### src/rtl/pe_mac_engine_pkg.sv
// Shared widths, FSM encoding, issue-stage record and saturating add for the PE MAC engine.
// Optional zero-activation skipping is controlled by PE_ZERO_SKIP_EN in pe_mac_engine.sv.
package pe_mac_engine_pkg;

  localparam int ACT_WIDTH    = 16;
  localparam int INDEX_WIDTH  = 8;
  localparam int WEIGHT_WIDTH = 16;
  localparam int NUM_OUT      = 4;
  localparam int ACC_WIDTH    = 32;
  localparam int K_WIDTH      = $clog2(NUM_OUT);
  localparam int PROD_WIDTH   = ACT_WIDTH + WEIGHT_WIDTH;

  localparam logic [INDEX_WIDTH-1:0] END_TOKEN_INDEX = '1;

  localparam logic [1:0] ST_IDLE  = 2'd0;
  localparam logic [1:0] ST_MAC   = 2'd1;
  localparam logic [1:0] ST_DRAIN = 2'd2;

  typedef struct packed {
    logic                 valid;
    logic [K_WIDTH-1:0]   k;
    logic [ACT_WIDTH-1:0] value;
  } issue_t;

  // One extra bit of headroom exposes signed overflow, which clamps instead of wrapping.
  function automatic logic [ACC_WIDTH-1:0] satAdd(input logic [ACC_WIDTH-1:0] acc,
                                                  input logic [PROD_WIDTH-1:0] prod);
    logic [ACC_WIDTH:0] sum;
    sum = {acc[ACC_WIDTH-1], acc}
        + {{(ACC_WIDTH + 1 - PROD_WIDTH){prod[PROD_WIDTH-1]}}, prod};
    if (sum[ACC_WIDTH] != sum[ACC_WIDTH-1]) begin
      return sum[ACC_WIDTH] ? {1'b1, {(ACC_WIDTH-1){1'b0}}} : {1'b0, {(ACC_WIDTH-1){1'b1}}};
    end
    return sum[ACC_WIDTH-1:0];
  endfunction

endpackage

### src/rtl/pe_mac_sat_acc.sv
// NUM_OUT-entry accumulator bank: saturating update of one entry per cycle,
// bulk clear, and combinational readout of the registered values.
module pe_mac_sat_acc
  import pe_mac_engine_pkg::*;
(
  input  logic                  clk_i,
  input  logic                  rst_i,
  input  logic                  clear_i,
  input  logic                  updEn_i,
  input  logic [K_WIDTH-1:0]    updIdx_i,
  input  logic [PROD_WIDTH-1:0] prod_i,
  input  logic [K_WIDTH-1:0]    rdIdx_i,
  output logic [ACC_WIDTH-1:0]  rdData_o
);

  logic [ACC_WIDTH-1:0] acc_q [NUM_OUT];

  always_ff @(posedge clk_i or posedge rst_i) begin
    if (rst_i) begin
      for (int i = 0; i < NUM_OUT; i++) acc_q[i] <= '0;
    end else if (clear_i) begin
      for (int i = 0; i < NUM_OUT; i++) acc_q[i] <= '0;
    end else if (updEn_i) begin
      acc_q[updIdx_i] <= satAdd(acc_q[updIdx_i], prod_i);
    end
  end

  assign rdData_o = acc_q[rdIdx_i];

endmodule

### src/rtl/pe_mac_engine.sv
// PE MAC engine: pops activations, streams NUM_OUT weight reads per activation and
// accumulates signed products. Define PE_ZERO_SKIP_EN to discard zero-valued activations.
module pe_mac_engine
  import pe_mac_engine_pkg::*;
(
  input  logic                           clk,
  input  logic                           rst,
  input  logic                           queue_empty,
  input  logic [INDEX_WIDTH+ACT_WIDTH-1:0] act_in,
  output logic                           pop_act,
  output logic                           w_rd_en,
  output logic [INDEX_WIDTH+K_WIDTH-1:0] w_addr,
  input  logic [WEIGHT_WIDTH-1:0]        w_rd_data,
  input  logic                           acc_clear,
  input  logic [K_WIDTH-1:0]             acc_rd_idx,
  output logic [ACC_WIDTH-1:0]           acc_rd_data,
  output logic                           busy,
  output logic                           layer_done
);

  logic [1:0]             state_q, state_d;
  logic [K_WIDTH-1:0]     k_q, k_d;
  logic [INDEX_WIDTH-1:0] idx_q, idx_d;
  logic [ACT_WIDTH-1:0]   val_q, val_d;
  issue_t                 issue_q, issue_d;

  logic [INDEX_WIDTH-1:0] headIdx;
  logic [ACT_WIDTH-1:0]   headVal;
  logic                   headIsEnd, headIsZero, kLast, pipeEmpty, takeHead, clearAcc;
  logic signed [PROD_WIDTH-1:0] actExt, wExt, prod;

  assign headIdx   = act_in[INDEX_WIDTH+ACT_WIDTH-1:ACT_WIDTH];
  assign headVal   = act_in[ACT_WIDTH-1:0];
  assign headIsEnd = (headIdx == END_TOKEN_INDEX);
`ifdef PE_ZERO_SKIP_EN
  assign headIsZero = (headVal == '0);
`else
  assign headIsZero = 1'b0;
`endif
  assign kLast     = (k_q == K_WIDTH'(NUM_OUT - 1));
  assign pipeEmpty = !issue_q.valid;

  // The next word is popped on the last MAC beat so consecutive activations run without bubbles.
  always_comb begin
    state_d    = state_q;
    k_d        = k_q;
    idx_d      = idx_q;
    val_d      = val_q;
    pop_act    = 1'b0;
    w_rd_en    = 1'b0;
    layer_done = 1'b0;
    clearAcc   = 1'b0;
    takeHead   = 1'b0;
    case (state_q)
      ST_IDLE: begin
        if (acc_clear) begin
          clearAcc = pipeEmpty;
        end else if (!queue_empty) begin
          takeHead = 1'b1;
        end
      end
      ST_MAC: begin
        w_rd_en = 1'b1;
        k_d     = k_q + 1'b1;
        if (kLast) begin
          if (!queue_empty) takeHead = 1'b1;
          else              state_d  = ST_IDLE;
        end
      end
      ST_DRAIN: begin
        if (pipeEmpty) begin
          layer_done = 1'b1;
          state_d    = ST_IDLE;
        end
      end
      default: state_d = ST_IDLE;
    endcase
    if (takeHead) begin
      pop_act = 1'b1;
      idx_d   = headIdx;
      val_d   = headVal;
      k_d     = '0;
      if (headIsEnd)       state_d = ST_DRAIN;
      else if (headIsZero) state_d = ST_IDLE;
      else                 state_d = ST_MAC;
    end
  end

  always_comb begin
    issue_d.valid = w_rd_en;
    issue_d.k     = k_q;
    issue_d.value = val_q;
  end

  always_ff @(posedge clk or posedge rst) begin
    if (rst) begin
      state_q <= ST_IDLE;
      k_q     <= '0;
      idx_q   <= '0;
      val_q   <= '0;
      issue_q <= '0;
    end else begin
      state_q <= state_d;
      k_q     <= k_d;
      idx_q   <= idx_d;
      val_q   <= val_d;
      issue_q <= issue_d;
    end
  end

  assign w_addr = {idx_q, k_q};
  assign busy   = (state_q != ST_IDLE) || issue_q.valid;

  // Weight data returns one cycle after issue, aligned with the issue-stage entry.
  assign actExt = PROD_WIDTH'($signed(issue_q.value));
  assign wExt   = PROD_WIDTH'($signed(w_rd_data));
  assign prod   = actExt * wExt;

  pe_mac_sat_acc u_acc (
    .clk_i    (clk),
    .rst_i    (rst),
    .clear_i  (clearAcc),
    .updEn_i  (issue_q.valid),
    .updIdx_i (issue_q.k),
    .prod_i   (prod),
    .rdIdx_i  (acc_rd_idx),
    .rdData_o (acc_rd_data)
  );

endmodule

### config.mk
export PLATFORM = sky130hd
export DESIGN_NAME = pe_mac_engine
export DESIGN_NICKNAME = d
export VERILOG_FILES = /design/src/rtl/pe_mac_engine_pkg.sv /design/src/rtl/pe_mac_sat_acc.sv /design/src/rtl/pe_mac_engine.sv
export SDC_FILE = /design/constraint.sdc
export NUM_CORES = 1
export LEC_CHECK = 0
export ABC_CLOCK_PERIOD_IN_PS = 13500
export CORE_ASPECT_RATIO = 0.5
export CORE_MARGIN = 4
export CORE_UTILIZATION = 40
export DETAILED_ROUTE_END_ITERATION = 7
export GPL_ROUTABILITY_DRIVEN = 1
export GPL_TIMING_DRIVEN = 0
export PLACE_DENSITY = 0.59
export SLEW_MARGIN = 20
export SYNTH_ARGS = -nofsm -noshare
export SYNTH_HDL_FRONTEND = slang
export SYNTH_HIERARCHICAL = 1
export SYNTH_SLANG_ARGS = --single-unit
### constraint.sdc
create_clock -name clk -period 13.5 [get_ports clk]
set_clock_uncertainty 0.05 [all_clocks]
set_input_delay 2.025 -clock clk [delete_from_list [all_inputs] [get_ports clk]]
set_output_delay 2.025 -clock clk [all_outputs]
set_load 0.03 [all_outputs]
==> results.sh <==
export IMPL_n_fill_cell=4619
export IMPL_drt_first_pass_iters=5
export IMPL_syn_inst=1966
export IMPL_synthDistinctLibCells=72
export IMPL_cts_buffer_depth=2
export IMPL_holdBufCountCts=0
export IMPL_clock_fmax_ghz=0.0855
export IMPL_synth_top_family_by_area="adder cells"
export IMPL_wl_per_cell_um=20.7
export IMPL_num_nets_final=2500
export IMPL_grtUsageTotal_pct=21.9
export IMPL_synth_area_top_cells="fa_1, dfrtp_1, mux4_2"
export IMPL_synthXorXnorAreaFrac_pct=2.81
export IMPL_cts_tree="done"
export IMPL_synth_area_per_cell_um2=10.1
export IMPL_rsz0062_at_grt="false"
export IMPL_ant_nets=0
export IMPL_cts_setup_buffers=0
export IMPL_yosys_register_bits=175
export IMPL_die_h_um=166
export IMPL_drtIter0Drc=1147
export IMPL_hpwl_mm=44.9
export IMPL_status="finished clean"
export IMPL_syn_nets=2390
export IMPL_tightest_slew_ps=1010
export IMPL_grt_pass1_vias=15583
export IMPL_die_w_um=323
export IMPL_drc=0
export IMPL_area_delta_synth_final_pct=11.8
export IMPL_synth_edf_count=0
export IMPL_endpoint_kind="flop"
export IMPL_holdCritPathClass="reg -> reg"
export IMPL_syn_area_um2=19900
export IMPL_drv_cap=0
export IMPL_synth_main_ff_cell="dfrtp_1"
export IMPL_die_area_um2=53500
export IMPL_globalRoute_totalOverflow=0
export IMPL_netlist_top_cells_count="inv_1, fa_1, nand2_1"
export IMPL_hold_viol=0
export IMPL_clock_latency_ps=460
export IMPL_critical_path_slowest_cell="fa_1"
export IMPL_post_route_period_util_pct=86.6
export IMPL_port_buffers=89
export IMPL_synthAdderAreaFrac_pct=33.7
export IMPL_worstPathArrival_ps=12030
export IMPL_critPathMaxFanout=10
export IMPL_grt_max_degree=85
export IMPL_h_tree_depth=4
export IMPL_max_stage_delay_ps=840
export IMPL_yosys_area_top_type="fa_1"
export IMPL_rows=57
export IMPL_antenna_found_initial=0
export IMPL_avgViaCountPerCell=5.42
export IMPL_timing_final_crit_period_ps=11690
export IMPL_clk_pin_slew_ps=70
export IMPL_start_util_pct=40.7
export IMPL_path_class="in -> reg"
export IMPL_ys_warn_count=6
export IMPL_drive_above_1_share_pct=7.04
export IMPL_synth_compound_area_share_pct=12.5
export IMPL_final_max_slew_viol_count=0
export IMPL_synth_most_common_cell="inv_1"
export IMPL_design_core_area_um2=48900
export IMPL_critPathLaunchType="input port"
export IMPL_yosys_area_share_simple_pct=13.3
export IMPL_pin_count=92
export IMPL_synth_mux_area_share_pct=7.51
export IMPL_setup_violations=0
export IMPL_grt_pass1_wl_mm=91.1
export IMPL_cts_sinks=175
export IMPL_place_congestion=0.922
export IMPL_crit_top_cell="fa_1"
export IMPL_wl_mm=56.7
export IMPL_cts_resized=0
export IMPL_worstPathRequired_ps=13840
export IMPL_cts_buffers=17
export IMPL_via_count=14833
export IMPL_yosysSeqAreaShare_pct=22.0
export IMPL_async_flop_share_pct=100
export IMPL_finalSetupTns_ps=0
export IMPL_max_slew_margin_pct=32.7
export IMPL_synth_top_area_share_pct=26.5
export IMPL_cts_root_buf="clkbuf_16"
## logic make-up after synthesis
kind of cell             count (synthesis)
flip-flops                             175
buffers and inverters                  415
adder cells (fa/ha/maj)                378
XOR/XNOR                                63
multiplexers                            69
AO/OA/AOI/OAI                          325
AND/OR/NAND/NOR                        541
## placed cells by master (no fill, tap or decap), drive strengths merged, types with 7 or more instances in the layout
cell           Yosys  routed
a211oi            13      13
a21o              14      14
a21oi             62      62
a221o             15      15
a22o             104     104
a31oi              8       8
and2             126     126
and3               8       8
buf               30      31
clkbuf            65      83
clkdlybuf4s50      0      89
dfrtp            175     175
fa               263     263
ha               115     115
inv              320     329
mux4              64      64
nand2            243     243
nand2b            32      32
nand3             15      15
nand4             14      14
nor2              58      58
nor2b              9       9
nor3              11      11
o211ai             9       9
o21a               9       9
o21ai             52      52
o21bai             7       7
or3                8       8
xnor2             45      45
xor2              18      18
## worst max-delay path, delay by kind of cell
kind | cells | cell delay, ps
AOI/OAI and AO/OA | 7 | 1450
and+or+nand+nor | 7 | 2170
xor gates and xnor gates | 1 | 480
buffers and inverters | 6 | 1680
adders and majority gates | 8 | 4180
## routing by layer
metal / GRT usage (%) / share of wire, %
met1: 32.4 / 46
met2: 33.9 / 46
met3: 3.57 / 6.6
met4: 4.86 / 1.7
met5: 0 / 0
## flip-flops by register name, indices dropped and copies added (netlist names)
register	count
idx_q	8
u_acc/acc_q	128
val_q	16
issue_q	3
state_q	2
k_q	2
actExt	16
## final timing paths
path | start | end | slack, ps | cells past startpoint
worst max-delay path | w_rd_data[1] | u_acc/acc_q[96] | 1810 | 29
worst min-delay path | val_q[2] | actExt[2] | 330 | 0
worst max register to register | actExt[15] | u_acc/acc_q[96] | 3450 | 28
worst min register to register | val_q[2] | actExt[2] | 330 | 0
max in group asynchronous | rst | u_acc/acc_q[106] | 10710 | 3
min in group asynchronous | rst | u_acc/acc_q[88] | 1950 | 2
## final cells by class
cell class | instances | area, um^2 | share of cell area [%]
multi-input cells | 1376 | 13900 | 62.5
flip-flops and latches | 175 | 4380 | 19.7
clock inverters | 15 | 141 | 0.636
diodes | 1 | 2.50 | 0.0113
well taps | 649 | 812 | 3.66
plain buffers | 95 | 428 | 1.93
clock buffers | 17 | 425 | 1.91
inverters | 320 | 1210 | 5.44
repair buffers | 91 | 938 | 4.22
## stage by stage
step | hold slack [ps] | util [%] | setup slack (ps) | instance area (um^2) | cells
6_report | 326 | 45.5 | 1810 | 22200 | 2739
2_1_floorplan | 304 | - | 3520 | 19900 | 1966
3_3_place_gp | 309 | 44.2 | 1380 | 21600 | 2704
5_1_grt | 338 | 45.5 | 1270 | 22200 | 2738
3_5_place_dp | 312 | 44.3 | 1440 | 21600 | 2706
4_1_cts | 327 | 45.5 | 1850 | 22200 | 2738
Power is left out: the tool's default activity adds up to more than one toggle a clock period on the data nets, which glitch-free logic cannot reach.
